--- src/rtl/lupdate_gen.sv ---
// ---------------------------------------------------------------------------
// lupdate_gen
//
// Builds and transmits the 13-beat beacon update message (message type 4'hf)
// toward one remote node. The remote node's update logic picks direction,
// token bucket parameter, direct MAC and time slot period out of beat 6.
//
// Ports
//   clk, rst_n                 clock, asynchronous active-low reset
//   in_lg_trigger              one-cycle request to send an update
//   in_lg_dst_mac              target node MAC
//   in_lg_direction            config: direction
//   in_lg_token_bucket_para    config: token bucket parameter
//   in_lg_direct_mac_addr      config: direct MAC address
//   in_lg_time_slot_period     config: time slot period
//   in_local_mac_id            source MAC of this node
//   in_lg_alf                  downstream almost-full, gates packet start only
//   out_lg_data                134-bit beat ([133:132] 01 head/11 mid/10 tail)
//   out_lg_data_wr             beat write strobe
//   out_lg_data_valid          packet-valid flag, on the tail beat
//   out_lg_data_valid_wr       valid write strobe, on the tail beat
//   out_lg_busy                packet pending, waiting or in flight
//   out_lg_done                one-cycle pulse on the tail beat
//   out_lg_seq                 sequence number of the last packet sent
//
// States
//   state  | meaning
//   -------+-------------------------------------------------------------
//   IDLE_S | nothing in flight; accepts a trigger or a pending request
//   WAIT_S | request latched, holding off while in_lg_alf is high
//   SEND_S | emitting beats 0..12 back to back, never stalled
// ---------------------------------------------------------------------------
module lupdate_gen #(
    parameter logic [7:0]  LMID     = 8'd13,
    parameter logic [15:0] ETH_TYPE = 16'h1662
) (
    input  logic          clk,
    input  logic          rst_n,
    input  logic          in_lg_trigger,
    input  logic [47:0]   in_lg_dst_mac,
    input  logic          in_lg_direction,
    input  logic [31:0]   in_lg_token_bucket_para,
    input  logic [47:0]   in_lg_direct_mac_addr,
    input  logic [31:0]   in_lg_time_slot_period,
    input  logic [47:0]   in_local_mac_id,
    input  logic          in_lg_alf,
    output logic [133:0]  out_lg_data,
    output logic          out_lg_data_wr,
    output logic          out_lg_data_valid,
    output logic          out_lg_data_valid_wr,
    output logic          out_lg_busy,
    output logic          out_lg_done,
    output logic [14:0]   out_lg_seq
);

    typedef enum logic [1:0] {
        IDLE_S = 2'd0,
        WAIT_S = 2'd1,
        SEND_S = 2'd2
    } state_t;

    typedef struct packed {
        logic [47:0] dst_mac;
        logic        direction;
        logic [31:0] tbp;
        logic [47:0] dmac;
        logic [31:0] tsp;
        logic [47:0] local_mac;
    } cfg_t;

    localparam logic [3:0]  LAST_BEAT = 4'd12;
    localparam logic [3:0]  MSG_TYPE  = 4'hf;
    localparam logic [11:0] BYTE_LEN  = 12'd208;

    localparam logic [1:0]  HDR_HEAD  = 2'b01;
    localparam logic [1:0]  HDR_MID   = 2'b11;
    localparam logic [1:0]  HDR_TAIL  = 2'b10;

    state_t        state_q,    state_d;
    logic [3:0]    beat_q,     beat_d;
    cfg_t          cfg_q,      cfg_d;
    logic          pend_q,     pend_d;
    cfg_t          pend_cfg_q, pend_cfg_d;
    logic [14:0]   seq_q,      seq_d;
    logic [133:0]  data_q,     data_d;
    logic          wr_q,       wr_d;
    logic          tail_q,     tail_d;
    logic          busy_q,     busy_d;

    cfg_t          trig_cfg;
    logic          start;
    logic [14:0]   seq_next;

    assign trig_cfg = '{
        dst_mac:   in_lg_dst_mac,
        direction: in_lg_direction,
        tbp:       in_lg_token_bucket_para,
        dmac:      in_lg_direct_mac_addr,
        tsp:       in_lg_time_slot_period,
        local_mac: in_local_mac_id
    };

    assign seq_next = seq_q + 15'd1;

    // ------------------------------------------------------------------
    // Next-state, request capture and sequence tracking
    // ------------------------------------------------------------------
    always_comb begin
        state_d    = state_q;
        beat_d     = beat_q;
        cfg_d      = cfg_q;
        pend_d     = pend_q;
        pend_cfg_d = pend_cfg_q;
        seq_d      = seq_q;
        start      = 1'b0;

        // Any trigger that arrives while a packet is waiting or in flight,
        // including on the tail beat, is parked; a later one overwrites it.
        if ((state_q != IDLE_S) && in_lg_trigger) begin
            pend_d     = 1'b1;
            pend_cfg_d = trig_cfg;
        end

        case (state_q)
            IDLE_S: begin
                // A fresh trigger supersedes a parked request.
                if (in_lg_trigger) begin
                    cfg_d = trig_cfg;
                    start = 1'b1;
                end else if (pend_q) begin
                    cfg_d = pend_cfg_q;
                    start = 1'b1;
                end
                if (start) begin
                    pend_d  = 1'b0;
                    beat_d  = '0;
                    state_d = in_lg_alf ? WAIT_S : SEND_S;
                end
            end
            WAIT_S: begin
                if (!in_lg_alf) begin
                    state_d = SEND_S;
                    beat_d  = '0;
                end
            end
            SEND_S: begin
                // Leaving through IDLE_S gives the one idle cycle between
                // a tail and the next head.
                if (beat_q == LAST_BEAT) begin
                    state_d = IDLE_S;
                    beat_d  = '0;
                end else begin
                    beat_d = beat_q + 4'd1;
                end
            end
            default: begin
                state_d = IDLE_S;
                beat_d  = '0;
            end
        endcase

        if ((state_d == SEND_S) && (beat_d == LAST_BEAT)) begin
            seq_d = seq_next;
        end
    end

    // ------------------------------------------------------------------
    // Output beat formation. Outputs are registered from the next-state
    // values so beat 0 appears in the cycle right after the trigger.
    // ------------------------------------------------------------------
    always_comb begin
        data_d = '0;
        wr_d   = 1'b0;
        tail_d = 1'b0;
        busy_d = (state_d != IDLE_S) || pend_d;

        if (state_d == SEND_S) begin
            wr_d   = 1'b1;
            tail_d = (beat_d == LAST_BEAT);

            if (beat_d == 4'd0) begin
                data_d[133:132] = HDR_HEAD;
            end else if (beat_d == LAST_BEAT) begin
                data_d[133:132] = HDR_TAIL;
            end else begin
                data_d[133:132] = HDR_MID;
            end

            case (beat_d)
                4'd0: begin
                    data_d[127:120] = LMID;
                    data_d[107:96]  = BYTE_LEN;
                end
                4'd2: begin
                    data_d[127:80] = cfg_d.dst_mac;
                    data_d[79:32]  = cfg_d.local_mac;
                    data_d[31:16]  = ETH_TYPE;
                    data_d[11:8]   = MSG_TYPE;
                end
                4'd6: begin
                    // Seq field carries the number this packet will own
                    // once its tail goes out.
                    data_d[127:80] = cfg_d.dmac;
                    data_d[79]     = cfg_d.direction;
                    data_d[78:64]  = seq_next;
                    data_d[63:32]  = cfg_d.tbp;
                    data_d[31:0]   = cfg_d.tsp;
                end
                default: begin
                end
            endcase
        end
    end

    // ------------------------------------------------------------------
    // State and output registers
    // ------------------------------------------------------------------
    always_ff @(posedge clk or negedge rst_n) begin
        if (!rst_n) begin
            state_q    <= IDLE_S;
            beat_q     <= '0;
            cfg_q      <= '0;
            pend_q     <= 1'b0;
            pend_cfg_q <= '0;
            seq_q      <= '0;
            data_q     <= '0;
            wr_q       <= 1'b0;
            tail_q     <= 1'b0;
            busy_q     <= 1'b0;
        end else begin
            state_q    <= state_d;
            beat_q     <= beat_d;
            cfg_q      <= cfg_d;
            pend_q     <= pend_d;
            pend_cfg_q <= pend_cfg_d;
            seq_q      <= seq_d;
            data_q     <= data_d;
            wr_q       <= wr_d;
            tail_q     <= tail_d;
            busy_q     <= busy_d;
        end
    end

    assign out_lg_data          = data_q;
    assign out_lg_data_wr       = wr_q;
    assign out_lg_data_valid    = tail_q;
    assign out_lg_data_valid_wr = tail_q;
    assign out_lg_done          = tail_q;
    assign out_lg_busy          = busy_q;
    assign out_lg_seq           = seq_q;

endmodule

--- config.mk ---
export PLATFORM = sky130hd
export DESIGN_NAME = lupdate_gen
export DESIGN_NICKNAME = d
export VERILOG_FILES = /design/src/rtl/lupdate_gen.sv
export SDC_FILE = /design/constraint.sdc
export NUM_CORES = 1
export LEC_CHECK = 0
export ABC_AREA = 1
export BUFFER_PORTS_ARGS = -buffer_cell sky130_fd_sc_hd__buf_2
export CORE_MARGIN = 2
export CORE_UTILIZATION = 45
export CTS_CLUSTER_DIAMETER = 80
export DETAILED_ROUTE_END_ITERATION = 12
export MAX_ROUTING_LAYER = met4
export PLACE_DENSITY = 0.67
export SLEW_MARGIN = 20
export SYNTH_ARGS = -nofsm -noshare
export SYNTH_HDL_FRONTEND = slang
export SYNTH_SLANG_ARGS = --single-unit
--- constraint.sdc ---
create_clock -name clk -period 2.8 [get_ports clk]
set_clock_uncertainty 0.2 [all_clocks]
set_input_delay 0.56 -clock clk [delete_from_list [all_inputs] [get_ports clk]]
set_output_delay 0.56 -clock clk [all_outputs]
set_load 0.02 [all_outputs]
==> impl_metrics.yaml <==
setup_path:
  endpoint_kind: "flop"
  r2r_cells: 11
  worstPathMaxFanout: 38
  rr_startpoint: "state_q[0]"
  crit_arrival_ns: 2.89
  path_cells: "inv_2 > nand2_1 > nor2_4 > nor2_1 > o21ai_2 > inv_2 > nor3_4 > buf_4 > buf_12 > nand2_1 > o21ai_1"
  startpoint_type: "flop"
  cp.depth: 11
  critical-path-top-delay-family: "simple AND/OR/NAND/NOR gates"
  ff2ff_setup_slack_ns: 0.24
  crit_path_max_incr_delay_ns: 0.47
  required_ns: 3.13
  cp-startpoint: "state_q[0]"
  crit_slowest_cell: "dfrtp_1"
  crit_path_end: "out_lg_data[111]"
  path_buf_inv: 4
  worstSetupPathType: "flop to flop"
  r2r-end: "out_lg_data[111]"
outcome:
  status: "complete, no violations"
drt:
  ant_nets: 0
  drt_iter0_drc: 1066
  num_vias: 18484
  routed_via_density: 5.19
  drc: 0
  wl_per_cell_um: 18.1
  finalWirelength_um: 64600
  drtPass1Iterations: 5
placement:
  io_buffers: 362
  gp_congestion: 0.885
  pre_cts_ws_ns: 0.0960
  dpl.hpwl_um: 40700
clocking:
  cts_max_level: 2
  root_buffer: "clkbuf_16"
  cts_sinks: 573
  cts_tree: "yes"
  cts_made_buffers: 61
  clk_pin_slew_ns: 0.06
  clock_path_buffers: 3
  clk_latency_ns: 0.63
sta:
  min_period_ns: 2.56
  fmaxAchievable_mhz: 391
  max-slew-margin-rel_pct: 37.0
  worstMarginPinSlew_ns: 0.945
  fin_setup_tns_ns: 0
  setup_violations: 0
  grt_setup_unrepaired: "false"
  final-hold-violation-count: 0
  drv_slew: 0
  fin_ws_ns: 0.241
  finalCritPeriodShare_pct: 91.4
pwr:
  irDropWorstVdd_v: 0.000767
  power_frac_comb_pct: 34.7
  internal_power_w: 0.0210
  p_leak_nw: 14.5
  p_seq_share_pct: 40.7
  power_switching_w: 0.0119
  switching_share_pct: 36.3
  power_density_nw_per_um2: 1080
  pwr-share-clk_pct: 24.6
global_routing:
  grt_usage_pct: 24.6
  grt_pass1_wl_um: 103000
  grt_max_degree: 156
  antenna_found_initial: 14
  grt_overflow: 0
  grt_pass1_vias: 19289
die:
  io_pins: 367
  rows: 83
  die_w_um: 233
  die-height_um: 233
  initial_core_util_pct: 45.6
  core-area_um2: 51500
  dieArea_um2: 54100
layout:
  finalNetCount: 3033
  most-common-layout-cells: "dfrtp_1, nand2_1, buf_2, inv_1, o21ai_0"
  drive_gt1_share_pct: 25.8
  area_growth_syn_to_layout_pct: 29.4
  layout_commonest_cell: "dfrtp_1"
yosys:
  ys_top_cells_by_area: "dfrtp_1, mux2_2, nand2_1"
  synth_cell_types: 34
  netlist_instances: 2283
  ys.flop_type: "dfrtp_1"
  ys_warn_count: 0
  async_reset_ff_share_pct: 100
  synthesis.area_um2: 23500
  yosys.area.top_type: "dfrtp_1"
  synth_seq_cells: 573
  synth_edf_count: 0
  synth_top_area_share_pct: 61.0
  ys_seq_area_share_pct: 61.0
  syn_area_per_cell_um2: 10.3
run:
  cap_violations: 0
hold_path:
  hold_class: "primary input to flop"
  whs_path_depth: 3
## routing by layer
layer  part of all wire [%]  GRT usage [%]  up-vias
met5                      0              -        -
met4                    2.4           6.77        0
met3                    7.0           5.50      114
met2                     48           39.4      587
met1                     43           31.7     9131
li1                       -              -     8652
## how the worst min path moves through the flow
stage | slack, ns | end | startpoint
2_1_floorplan | 0.06 | beat_q[0] | rst_n
3_3_place_gp | 0.26 | pend_cfg_q[123] | pend_cfg_q[123]
3_5_place_dp | 0.27 | pend_cfg_q[201] | pend_cfg_q[201]
4_1_cts | 0.0004 | pend_cfg_q[102] | in_lg_direct_mac_addr[22]
5_1_grt | 0.02 | pend_cfg_q[100] | in_lg_direct_mac_addr[20]
6_report | 0.04 | pend_cfg_q[102] | in_lg_direct_mac_addr[22]
## power groups by stage
stage | clock, W | combinational (W) | sequential (W)
floorplan | 0 | 0.00698 | 0.0139
global placement | 0 | 0.0108 | 0.0133
detailed placement | 0 | 0.0112 | 0.0135
CTS | 0.00829 | 0.0115 | 0.0134
global route | 0.00864 | 0.0128 | 0.0138
finish | 0.00810 | 0.0114 | 0.0134
## area by class of cell
type                            count  area, um2
Fill cell                        4285      21100
Inverter                          311       1170
Sequential cell                   573      14300
Tap cell                          680        851
Timing Repair Buffer              617       4560
Clock inverter                     27        263
Antenna cell                       15       37.5
Multi-Input combinational cell   1253       7410
Clock buffer                       88       1780
## metrics by stage
step | instance area, um2 | utilization (%) | hold slack [ns] | total power, W | instances
2_1_floorplan | 23500 | - | 0.0644 | 0.0208 | 2286
3_3_place_gp | 26300 | 51.1 | 0.265 | 0.0242 | 3233
3_5_place_dp | 26300 | 51.1 | 0.271 | 0.0247 | 3233
4_1_cts | 30300 | 58.9 | 0.000354 | 0.0332 | 3547
5_1_grt | 30400 | 59.0 | 0.0205 | 0.0352 | 3561
6_report | 30400 | 59.1 | 0.0429 | 0.0329 | 3564
## sequential cells by signal (all words and copies together) (netlist names)
signal             cells
beat_q                 4
cfg_q                209
out_lg_busy            1
out_lg_data          130
out_lg_data_valid      1
out_lg_data_wr         1
out_lg_seq            15
pend_cfg_q           209
pend_q                 1
state_q                2
## worst reg2reg max path: stages, from the launching register on
cell	delay, ns
dfrtp_1	0.47
inv_2	0.11
nand2_1	0.17
nor2_4	0.16
nor2_1	0.08
o21ai_2	0.31
inv_2	0.09
nor3_4	0.25
buf_4	0.19
buf_12	0.26
nand2_1	0.10
o21ai_1	0.09
## logic make-up after synthesis
logic type | count (synthesis) | share of synthesized area, %
flops | 573 | 61.0
xor+xnor | 10 | 0.373
other cells | 1 | 0.0160
mux | 197 | 9.44
compound gates | 520 | 12.3
simple gates | 519 | 8.98
buf+inv | 460 | 7.68
fa+ha+maj | 3 | 0.160
## synthesized netlist by cell type, types with 3 or more instances
master      n
nor3_1      5
dfrtp_1   573
mux2_2    197
or2_2       3
buf_2      26
nand3_1    37
a21oi_1    12
o21ai_1    33
clkbuf_1  100
buf_1      11
nand4_1    20
ha_1        3
xor2_1      9
buf_4      12
inv_1     305
nand2_1   406
nor2_1     38
o22ai_1   229
nor2_2      4
inv_2       5
o21ai_0   242
## what timing repair did
| item | in CTS | in global routing |
|---|---|---|
| setup buffers | 0 | 1 |
| gates resized for setup | 0 | 5 |
| endpoints found under the hold margin | 234 | 0 |
| setup endpoints to repair | 0 | 18 |
| hold buffers | 199 | 0 |
(Power assumes the default switching activity.)
